`src/rtl/adc_scan_scheduler.sv`:
```
// adc_scan_scheduler: mask-driven ADC channel scanner with a 16-entry result bank,
// registered read port, optional periodic restart and per-conversion timeout.
module adc_scan_scheduler #(
  parameter int unsigned INTERVAL = 1000,
  parameter int unsigned TIMEOUT  = 4095
) (
  input  logic        CLK,
  input  logic        RST,
  input  logic        Enable,
  input  logic        Start,
  input  logic [15:0] Channel_Mask,
  output logic        Read,
  output logic [3:0]  Channel_Select,
  input  logic [11:0] ADC_DATA,
  input  logic        ADC_STS,
  input  logic [3:0]  Rd_Addr,
  output logic [11:0] Rd_Data,
  output logic [15:0] Result_Valid,
  output logic        Busy,
  output logic        Scan_Done,
  output logic        Timeout_Err,
  input  logic        Err_Clr
);

  typedef enum logic [2:0] {
    S_IDLE, S_SELECT, S_WAIT_HI, S_WAIT_LO, S_CAPTURE, S_NEXT, S_GAP
  } state_t;

  localparam logic [15:0] TMO_LAST = 16'(TIMEOUT - 1);
  localparam logic [15:0] GAP_LAST = 16'(INTERVAL - 1);

  state_t      r_state;
  logic [15:0] r_mask_q;
  logic [15:0] r_valid;
  logic [3:0]  r_ch;
  logic [15:0] r_tmo;
  logic [15:0] r_gap;
  logic        r_auto;
  logic        r_read;
  logic        r_busy;
  logic        r_done;
  logic        r_err;
  logic [11:0] r_bank [16];
  logic [11:0] r_rd_data;

  logic [15:0] w_higher;
  logic        w_start;
  logic        w_tmo_hit;
  logic        w_bank_we;

  function automatic logic [3:0] f_lowest(input logic [15:0] m);
    f_lowest = 4'd0;
    for (int i = 15; i >= 0; i--) begin
      if (m[i]) f_lowest = 4'(i);
    end
  endfunction

  // NOTE: give w_higher a default before the loop so no path can leave it unassigned and infer a latch.
  always_comb begin
    w_higher = '0;
    for (int i = 0; i < 16; i++) begin
      w_higher[i] = r_mask_q[i] && (4'(i) > r_ch);
    end
  end

  assign w_start   = Start || (r_auto && Enable);
  assign w_tmo_hit = (r_tmo >= TMO_LAST);
  assign w_bank_we = (r_state == S_CAPTURE);

  // NOTE: non-blocking assignments so every register in this block sees pre-edge values.
  always_ff @(posedge CLK or posedge RST) begin
    if (RST) begin
      r_state  <= S_IDLE;
      r_mask_q <= '0;
      r_valid  <= '0;
      r_ch     <= '0;
      r_tmo    <= '0;
      r_gap    <= '0;
      r_auto   <= 1'b0;
      r_read   <= 1'b0;
      r_busy   <= 1'b0;
      r_done   <= 1'b0;
      r_err    <= 1'b0;
    end else begin
      r_done <= 1'b0;
      // A timeout later in this block overrides the clear, so a coincident set wins.
      if (Err_Clr) r_err <= 1'b0;

      case (r_state)
        S_IDLE: begin
          r_auto <= 1'b0;
          if (w_start) begin
            r_mask_q <= Channel_Mask;
            if (Channel_Mask != '0) begin
              r_ch    <= f_lowest(Channel_Mask);
              r_busy  <= 1'b1;
              r_state <= S_SELECT;
            end
          end
        end
        S_SELECT: begin
          r_read  <= 1'b1;
          r_tmo   <= '0;
          r_state <= S_WAIT_HI;
        end
        S_WAIT_HI, S_WAIT_LO: begin
          r_tmo <= r_tmo + 16'd1;
          // A real ADC handshake takes precedence over a timeout expiring in the same cycle.
          if ((r_state == S_WAIT_HI) && ADC_STS) begin
            r_state <= S_WAIT_LO;
          end else if ((r_state == S_WAIT_LO) && !ADC_STS) begin
            r_state <= S_CAPTURE;
          end else if (w_tmo_hit) begin
            r_err         <= 1'b1;
            r_valid[r_ch] <= 1'b0;
            r_read        <= 1'b0;
            r_state       <= S_NEXT;
          end
        end
        S_CAPTURE: begin
          r_valid[r_ch] <= 1'b1;
          r_read        <= 1'b0;
          r_state       <= S_NEXT;
        end
        S_NEXT: begin
          if (w_higher != '0) begin
            r_ch    <= f_lowest(w_higher);
            r_state <= S_SELECT;
          end else begin
            r_done  <= 1'b1;
            r_busy  <= 1'b0;
            r_gap   <= '0;
            r_state <= S_GAP;
          end
        end
        S_GAP: begin
          if (!Enable) begin
            r_state <= S_IDLE;
          end else if (r_gap == GAP_LAST) begin
            r_gap   <= '0;
            r_auto  <= 1'b1;
            r_state <= S_IDLE;
          end else begin
            r_gap <= r_gap + 16'd1;
          end
        end
        default: r_state <= S_IDLE;
      endcase
    end
  end

  // NOTE: the bank is built from flops and is cleared on reset so it reads back 0 afterwards.
  always_ff @(posedge CLK or posedge RST) begin
    if (RST) begin
      for (int i = 0; i < 16; i++) r_bank[i] <= '0;
      r_rd_data <= '0;
    end else begin
      r_rd_data <= r_bank[Rd_Addr];
      if (w_bank_we) r_bank[r_ch] <= ADC_DATA;
    end
  end

  assign Read           = r_read;
  assign Channel_Select = r_ch;
  assign Rd_Data        = r_rd_data;
  assign Result_Valid   = r_valid;
  assign Busy           = r_busy;
  assign Scan_Done      = r_done;
  assign Timeout_Err    = r_err;

endmodule

```
`config.mk`:
```
export PLATFORM = sky130hd
export DESIGN_NAME = adc_scan_scheduler
export DESIGN_NICKNAME = d
export VERILOG_FILES = /design/src/rtl/adc_scan_scheduler.sv
export SDC_FILE = /design/constraint.sdc
export NUM_CORES = 1
export LEC_CHECK = 0
export CAP_MARGIN = 0
export CELL_PAD_IN_SITES_DETAIL_PLACEMENT = 2
export CELL_PAD_IN_SITES_GLOBAL_PLACEMENT = 2
export CORE_UTILIZATION = 43
export CTS_CLUSTER_SIZE = 16
export DETAILED_ROUTE_END_ITERATION = 7
export PLACE_DENSITY_LB_ADDON = 0.1
export SYNTH_ARGS = -nofsm -noshare
export SYNTH_HDL_FRONTEND = slang
export SYNTH_SLANG_ARGS = --single-unit
```
`constraint.sdc`:
```
create_clock -name CLK -period 13.1 [get_ports CLK]
set_clock_uncertainty 0.05 [all_clocks]
set_input_delay 2.62 -clock CLK [delete_from_list [all_inputs] [get_ports CLK]]
set_output_delay 2.62 -clock CLK [all_outputs]
set_load 0.01 [all_outputs]
```
==> metrics.md, run 1 <==
| Metric | Value |
|---|---|
| Status | `finished, final reports clean` |
| Die footprint | `0.0311 mm2` |
| RSZ-0062 raised after global routing | `no` |
| Worst Path Class, Setup | `flip-flop to primary output` |
| Cells after Synth | `984` |
| Type of the worst min-delay path | `flip-flop to flip-flop` |
| Synth Flop Type | `dfrtp_1` |
| Setup Total Neg Slack | `0 ps` |
| Max IR drop VDD | `0.127 mV` |
| Final-report setup violation count | `0` |
| Initial antenna violation count | `0` |
| Top post-synthesis cells by area | `dfrtp_1 (53%), mux2_2 (18%), mux4_2 (10%), o21ai_0 (2.8%), nand2_1 (1.8%)` |
| Period utilization | `0.369` |
| Post-synth EDFFs | `0` |
| CP top delay family | `flip-flops` |
| Cell Chain, Critical Path | `clkdlybuf4s50_1` |
| Initial Util | `0.439` |
| CP Max Fanout | `25` |
| N_diodes | `0` |
| Hold Buf Count CTS | `0` |
| Register area | `0.00698 mm2` |
| WP buf/inv | `1` |
| Die width | `176 um` |
| Commonest non-fill, non-tap cell in the layout | `dfrtp_1` |
| Htree depth | `1` |
| Std-Cell Core Area | `0.0298 mm2` |
| Buffers on Ports | `73` |
| Final RePlAce weighted congestion | `0.741` |
| ANT nets after route | `0` |
| CP max stage delay | `900 ps` |
| Synth Register Bits | `279` |
| Pin count of the biggest net entering global routing | `135` |
| Seq/Total Area, Yosys | `0.534` |
| CTS tree | `done` |
| Most frequent cells in the layout | `dfrtp_1 (279), mux2_2 (207), o21ai_0 (72)` |
| Fill count | `2813` |
| Cell variety after synth | `65` |
| Multi-input logic area | `0.00581 mm2` |
| Worst Setup SP | `Channel_Select[1]` |
| Row count | `63` |
| Drt total wl | `37300 um` |
| Max Slew Vio Count | `0` |
| DR iter-0 viols | `383` |
| Power Density | `218 mW/mm2` |
| Hold Violations, Final | `0` |
| Slew margin rel. | `0.273` |
| Critical Path AT | `2170 ps` |
| Residual DRC | `0` |
| Synth area leader | `dfrtp_1` |
| First-pass GRT wire length | `58600 um` |
| Fin nets | `1080` |
| Share of cells above drive strength 1 | `0.325` |
| Critical Path Source Type | `flip-flop` |
| CTS Buffer Depth | `3` |
| Worst Setup End Kind | `primary output` |
| GRT overflow | `0` |
| Clock Tree Root | `clkbuf_16` |
| Leakage | `0.00618 uW` |
| Num Clock Sinks | `279` |
| CTS Buf Count | `30` |
| Clk slew on worst S/H paths | `60 ps` |
| Vias in the first global route | `9517` |
| Ys async rst share | `1.00` |
| Pre-antenna DRT Iters | `4` |
| Worst-Margin Slew | `1090 ps` |
| Yosys warning total | `0` |
| Post-DR vias/cell | `5.87` |
| Height of the die | `176 um` |
| Synth top area share | `0.534` |
| Clock Latency Late Sink | `580 ps` |
| Routed WL per cell | `25.7 um` |
| Data required time of the worst path | `10430 ps` |
| Fin crit period | `4840 ps` |
| Total number of vias | `8527` |
| Avg Cell Area, Syn | `13.3 um2` |
| Gr usage total | `0.248` |
| PostCTS Resize Cnt | `0` |
| Postcts setup bufs | `0` |
| Post-DP HPWL | `22400 um` |
| Hold Crit Start | `r_bank[54]` |
| Post-Syn Area | `0.0131 mm2` |
| Area grow syn2layout | `16.3%` |
| Worst r2r src | `Channel_Select[1]` |
| Mapped Nets | `1025` |
| Slowest CP cell | `dfrtp_1` |
| FMAX | `207 MHz` |
| I/O pin total | `74` |
| Fin util | `0.510` |
| Max cap viols | `0` |
## registers in the layout (all words and copies together), names as in the netlist, 3 cells and up, named ones only
signal / count
r_gap: 16
r_mask_q: 15
r_state: 3
Rd_Data: 12
r_bank: 192
r_tmo: 16
Channel_Select: 4
## report_power, final
group | switching [uW] | total [uW] | internal (uW) | leakage [uW]
combinational | 392 | 934 | 543 | 0.00228
sequential | 267 | 1470 | 1200 | 0.00337
clock | 363 | 917 | 554 | 0.000537
total | 1020 | 3320 | 2300 | 0.00618
## synth_stat cells, drive strengths merged (4+ instances only)
library cell  number
and3               5
nand4              8
and2               5
a21oi             21
o31ai             10
o21bai             4
nor3              11
a31oi             11
mux4              60
nor2b             13
nor4               9
o21ai             74
o311ai             4
inv               12
o41ai              5
mux2             207
buf               31
nor2              38
nand3             19
nand2b            17
nand2             64
clkbuf            27
dfrtp            279
## metrics by stage
step | setup WS (ps) | std cells | instance area, um2 | hold slack (ps) | total power, uW
after floorplan | 2740 | 984 | 13100 | 392 | 2090
after global placement | 8000 | 1397 | 14100 | 418 | 2330
after detailed placement | 8020 | 1397 | 14100 | 436 | 2400
after CTS | 8250 | 1453 | 15200 | 451 | 3360
after global routing | 8180 | 1453 | 15200 | 467 | 3500
final | 8260 | 1453 | 15200 | 451 | 3320
## kinds of logic (layout without fill, tap and decap cells)
family | count (synthesis) | after routing | share of synthesized area
xor+xnor | 1 | 1 | 0.000670
fa+ha+maj | 3 | 3 | 0.00287
buf+inv | 70 | 149 | 0.0212
compound gates | 157 | 157 | 0.0774
mux | 269 | 269 | 0.283
flops | 279 | 279 | 0.534
simple gates | 205 | 205 | 0.0805
## per-layer routing
layer	wire, um	vias up	global-route usage
met2	18400	131	0.419
met3	1350	31	0.0301
met1	17100	4584	0.348
li1	-	3781	-
met5	0	-	0
met4	418	0	0.0427
## layout make-up
type	instances	area share
Timing Repair Buffer	81	0.0515
Inverter	12	0.00346
Multi-Input combinational cell	635	0.382
Clock inverter	18	0.0164
Clock buffer	38	0.0553
Tap cell	390	0.0321
Sequential cell	279	0.459
## final timing paths
check                      cells past startpoint  slack, ps                end
max in group asynchronous                      3       8760        r_bank[123]
setup / recovery                               1       8260  Channel_Select[1]
setup reg to reg                               3      10120        r_bank[154]
hold / removal                                 1        450         r_bank[54]
min in group asynchronous                      2       2640          async pin
hold reg to reg                                1        450         r_bank[54]
(Power assumes the default switching activity.)
==> inputs of run 2 (changes only) <==
CORE_UTILIZATION = 38   (was 43)
clock period = 3.9 ns   (was 13.1 ns; I/O delays follow)
==> run 2 against run 1 <==
Critical path depth increased by 4. Register-to-register slack lost 9100 ps. Via count rose by 1.5%. Sequential share of layout area down 1.1 points. Die area is 13% higher.
==> metrics.md, run 2 (synthesis results as in run 1) <==
| Metric | Value |
|---|---|
| Pre-antenna DRT Iters | `4` |
| Multi-input logic area | `0.00581 mm2` |
| Drt total wl | `36900 um` |
| Die width | `187 um` |
| Slew margin rel. | `0.285` |
| GRT overflow | `0` |
| Clock Latency Late Sink | `520 ps` |
| Most frequent cells in the layout | `dfrtp_1 (279), mux2_2 (207), o21ai_0 (72)` |
| Clk slew on worst S/H paths | `60 ps` |
| ANT nets after route | `0` |
| Worst Setup End Kind | `flip-flop` |
| Setup Slack @ Placement | `868 ps` |
| Initial antenna violation count | `0` |
| Type of the worst min-delay path | `flip-flop to flip-flop` |
| Area grow syn2layout | `19.1%` |
| Power Density | `721 mW/mm2` |
| Residual DRC | `0` |
| CTS Buffer Depth | `3` |
| Initial Util | `0.388` |
| Data required time of the worst path | `4240 ps` |
| Hold depth | `1` |
| Max cap viols | `0` |
| Row count | `67` |
| Num Clock Sinks | `279` |
| CTS Buf Count | `35` |
| Max IR drop VDD | `0.261 mV` |
| Total number of vias | `8658` |
| Vias in the first global route | `9772` |
| Status | `finished, final reports clean` |
| Post-DR vias/cell | `5.64` |
| Leakage | `0.00634 uW` |
| Register area | `0.00698 mm2` |
| Height of the die | `187 um` |
| Final-report setup violation count | `0` |
| Max reg flops | `192` |
| RSZ-0062 raised after global routing | `no` |
| Critical Path AT | `3200 ps` |
| DR iter-0 viols | `322` |
| Fill count | `3293` |
| Hold Buf Count CTS | `0` |
| Reg2Reg Depth | `5` |
| Share of cells above drive strength 1 | `0.337` |
| Routed WL per cell | `24.0 um` |
| Die footprint | `0.0351 mm2` |
| Buffers on Ports | `73` |
| N_diodes | `0` |
| Std-Cell Core Area | `0.0337 mm2` |
| Worst R2R Setup Slack | `1040 ps` |
| Worst Path Class, Setup | `flip-flop to flip-flop` |
| I/O pin total | `74` |
| CTS tree | `done` |
| Period utilization | `0.733` |
| Postcts setup bufs | `0` |
| PostCTS Resize Cnt | `0` |
| Largest registers | `r_bank x192, r_gap x16, r_tmo x16` |
| CP Max Fanout | `13` |
| First-pass GRT wire length | `59300 um` |
| Max Slew Vio Count | `0` |
| Fin crit period | `2860 ps` |
| Htree depth | `2` |
| Worst-Margin Slew | `1070 ps` |
| Gr usage total | `0.220` |
| Fin nets | `1110` |
| Power Total | `11200 uW` |
| Top reg by flops | `r_bank` |
| Pin count of the biggest net entering global routing | `58` |
| Final worst slack | `1040 ps` |
| FMAX | `350 MHz` |
| Final RePlAce weighted congestion | `0.766` |
| Commonest non-fill, non-tap cell in the layout | `dfrtp_1` |
| Post-DP HPWL | `23600 um` |
| Clock Tree Root | `clkbuf_16` |
| Critical Path Source Type | `flip-flop` |
| Hold Violations, Final | `0` |
-- run 2: cell count changes in the layout (fill, tap and decap cells not counted), moves of 4 or more --
cell       before  now
clkinv_2        9    1
buf_12          0    7
clkbuf_16      30   36
buf_4           9   27
clkbuf_1        2    6
bufinv_16       5    1
-- run 2: routing by layer --
| layer | routed length [um] | global-route usage | up-vias | part of all wire |
|---|---|---|---|---|
| li1 | - | - | 3847 | - |
| met1 | 17300 | 0.316 | 4615 | 0.47 |
| met2 | 17300 | 0.349 | 145 | 0.47 |
| met3 | 1630 | 0.0317 | 51 | 0.044 |
| met4 | 697 | 0.0575 | 0 | 0.019 |
| met5 | 0 | 0 | - | 0 |
-- run 2: layout make-up --
class | instances | area share
clock inverters | 6 | 0.00498
repair buffers | 106 | 0.0680
multi-input cells | 635 | 0.373
clock buffers | 50 | 0.0664
well taps | 448 | 0.0360
inverters | 12 | 0.00313
flip-flops and latches | 279 | 0.448
-- run 2: power breakdown --
part,internal (uW),total (uW),switching [uW]
sequential,4050,4840,791
clock,1900,3130,1230
combinational,1880,3260,1380
total,7830,11200,3400
-- run 2: metrics by stage --
step / TNS (ps) / cells / hold WS, ps / instance area, um2 / utilization
after floorplan: -173910 / 984 / 392 / 13100 / -
after CTS: 0 / 1536 / 446 / 15600 / 0.462
after global placement: 0 / 1480 / 423 / 14500 / 0.429
final: 0 / 1536 / 442 / 15600 / 0.462
after detailed placement: 0 / 1480 / 435 / 14500 / 0.429
after global routing: 0 / 1536 / 463 / 15600 / 0.462
-- run 2: worst paths after layout --
path                            startpoint    endpoint
worst min-delay path             r_tmo[10]   r_tmo[10]
worst max-delay path            r_state[0]  r_bank[44]
max in group asynchronous              RST  r_bank[54]
min in group asynchronous              RST   async pin
worst min register to register   r_tmo[10]   r_tmo[10]
worst max register to register  r_state[0]  r_bank[44]
-- run 2: critical path: stages, from the launching register on --
cell     delay, ps
dfrtp_1        530
nor2_1         270
nand2_1        200
nor3_1         450
nand2_1        700
mux2_2         510
==> inputs of run 3 (changes only) <==
clock period = 2.4 ns   (was 3.9 ns; I/O delays follow)
==> run 3 against run 2 <==
Clock power increased by 58%. Flip-flop and latch count unchanged. Worst setup slack got worse by 960 ps. Fmax up 23%. Via count grew 3.9%. Utilization rose by 1.8 points. First-iteration DRC count rose by 19%. Wire length rose by 4.0%. Final area up 3.9%. Die area did not move. Combinational power up 81%. Largest cell class unchanged. Largest power group unchanged. Highest routed layer unchanged.
==> metrics.md, run 3 (synthesis results as in run 1) <==
| Metric | Value |
|---|---|
| Top reg by flops | `r_bank` |
| Status | `finished, final reports clean` |
| Reg2Reg Depth | `6` |
| ANT nets after route | `0` |
| DR iter-0 viols | `384` |
| Max Slew Vio Count | `0` |
| Drt total wl | `38400 um` |
| Cells after DPL | `1546` |
| Setup Slack @ Placement | `-184 ps` |
| Final-report setup violation count | `0` |
| Leakage | `0.00668 uW` |
| Clock Latency Late Sink | `580 ps` |
| Fin crit period | `2320 ps` |
| FMAX | `430 MHz` |
| Setup Total Neg Slack | `0 ps` |
| Initial antenna violation count | `0` |
| Std-Cell Core Area | `0.0337 mm2` |
| Row count | `67` |
| CTS Buf Count | `31` |
| Power Density | `1150 mW/mm2` |
| Die footprint | `0.0351 mm2` |
| Cell Chain, Critical Path | `or4_4 -> nor4_4 -> nor2b_2 -> a311o_1 -> a2111oi_4 -> a21oi_2` |
| Post-DP HPWL | `25400 um` |
| Height of the die | `187 um` |
| Gr usage total | `0.226` |
| Max reg flops | `192` |
| Pin count of the biggest net entering global routing | `58` |
| Die width | `187 um` |
| Final worst slack | `77.0 ps` |
| Slew margin rel. | `0.585` |
| Final RePlAce weighted congestion | `0.778` |
| Worst Setup End Kind | `flip-flop` |
| Worst R2R Setup Slack | `80 ps` |
| Reg2reg end | `r_state[0]` |
| Initial Util | `0.388` |
| Share of cells above drive strength 1 | `0.385` |
| Final instance count without filler cells | `1602` |
| Routed WL per cell | `24.0 um` |
| Post-DR vias/cell | `5.62` |
| Hold Buf Count CTS | `0` |
| Buffers on Ports | `73` |
| Critical Path Source Type | `flip-flop` |
| Worst-Margin Slew | `621 ps` |
| Clock Tree Root | `clkbuf_16` |
| Data required time of the worst path | `2790 ps` |
| GRT overflow | `0` |
| CP top delay family | `simple AND/OR/NAND/NOR gates` |
| CP Max Fanout | `5` |
| Most frequent cells in the layout | `dfrtp_1 (274), mux2_2 (207), buf_4 (85)` |
| Slowest CP cell | `or4_4` |
| Num Clock Sinks | `279` |
| First-pass GRT wire length | `61400 um` |
| Period utilization | `0.968` |
| CP max stage delay | `570 ps` |
| Type of the worst min-delay path | `input port to async pin` |
| Max cap viols | `0` |
| Htree depth | `1` |
| Total number of vias | `8998` |
| Largest registers | `r_bank x192, r_gap x16, r_tmo x16` |
| Max IR drop VDD | `0.625 mV` |
| Register area | `0.00699 mm2` |
| Clk slew on worst S/H paths | `60 ps` |
| CTS tree | `done` |
| WP buf/inv | `0` |
| Fill count | `3301` |
| Pre-antenna DRT Iters | `4` |
| Area grow syn2layout | `23.8%` |
| Fin nets | `1173` |
| I/O pin total | `74` |
| Worst r2r src | `r_gap[10]` |
| Worst hold slack | `182 ps` |
| N_diodes | `0` |
| Critical Path AT | `2720 ps` |
| Multi-input logic area | `0.00585 mm2` |
| RSZ-0062 raised after global routing | `no` |
| Vias in the first global route | `10100` |
| Residual DRC | `0` |
| Commonest non-fill, non-tap cell in the layout | `dfrtp_1` |
| CTS Buffer Depth | `3` |
| Worst Path Class, Setup | `flip-flop to flip-flop` |
| Hold Violations, Final | `0` |
## run 3: through the flow
stage,util,power (uW),cell area (um2)
2_1_floorplan,-,11400,13100
3_3_place_gp,0.447,13300,15100
3_5_place_dp,0.447,13600,15100
4_1_cts,0.479,18700,16100
5_1_grt,0.480,19700,16200
6_report,0.480,18600,16200
## run 3: report_power, final
group / switching, uW / internal [uW] / total (uW)
clock: 1960 / 2980 / 4940
sequential: 1170 / 6580 / 7750
combinational: 2530 / 3380 / 5900
## run 3: area by class of cell
class / instances / area share
tap: 448 / 0.0346
inverter: 12 / 0.00301
timing repair buffer: 173 / 0.104
sequential: 279 / 0.432
clock inverter: 13 / 0.0111
multi-input combinational: 635 / 0.362
clock buffer: 42 / 0.0542
## run 3: worst max path at each step
stage | to | cells after the start | slack (ps) | from
after floorplan | Busy | 1 | -1820 | RST
after global placement | Channel_Select[3] | 9 | -60 | Channel_Mask[14]
after detailed placement | Channel_Select[3] | 9 | -180 | Channel_Mask[12]
after CTS | Channel_Select[3] | 2 | 8 | Channel_Select[3]
after global routing | r_state[0] | 6 | 1 | r_gap[10]
final | r_state[0] | 6 | 80 | r_gap[10]
## run 3: timing repair
item	4_1_cts	5_1_grt
setup buffers	0	1
pin swaps	0	2
gates resized for setup	1	13
endpoints found under the setup margin	3	27
## run 3: routing by layer
metal | track usage | share of wire
met2 | 0.378 | 0.49
met1 | 0.314 | 0.46
met3 | 0.0319 | 0.032
met4 | 0.0469 | 0.015
met5 | 0 | 0
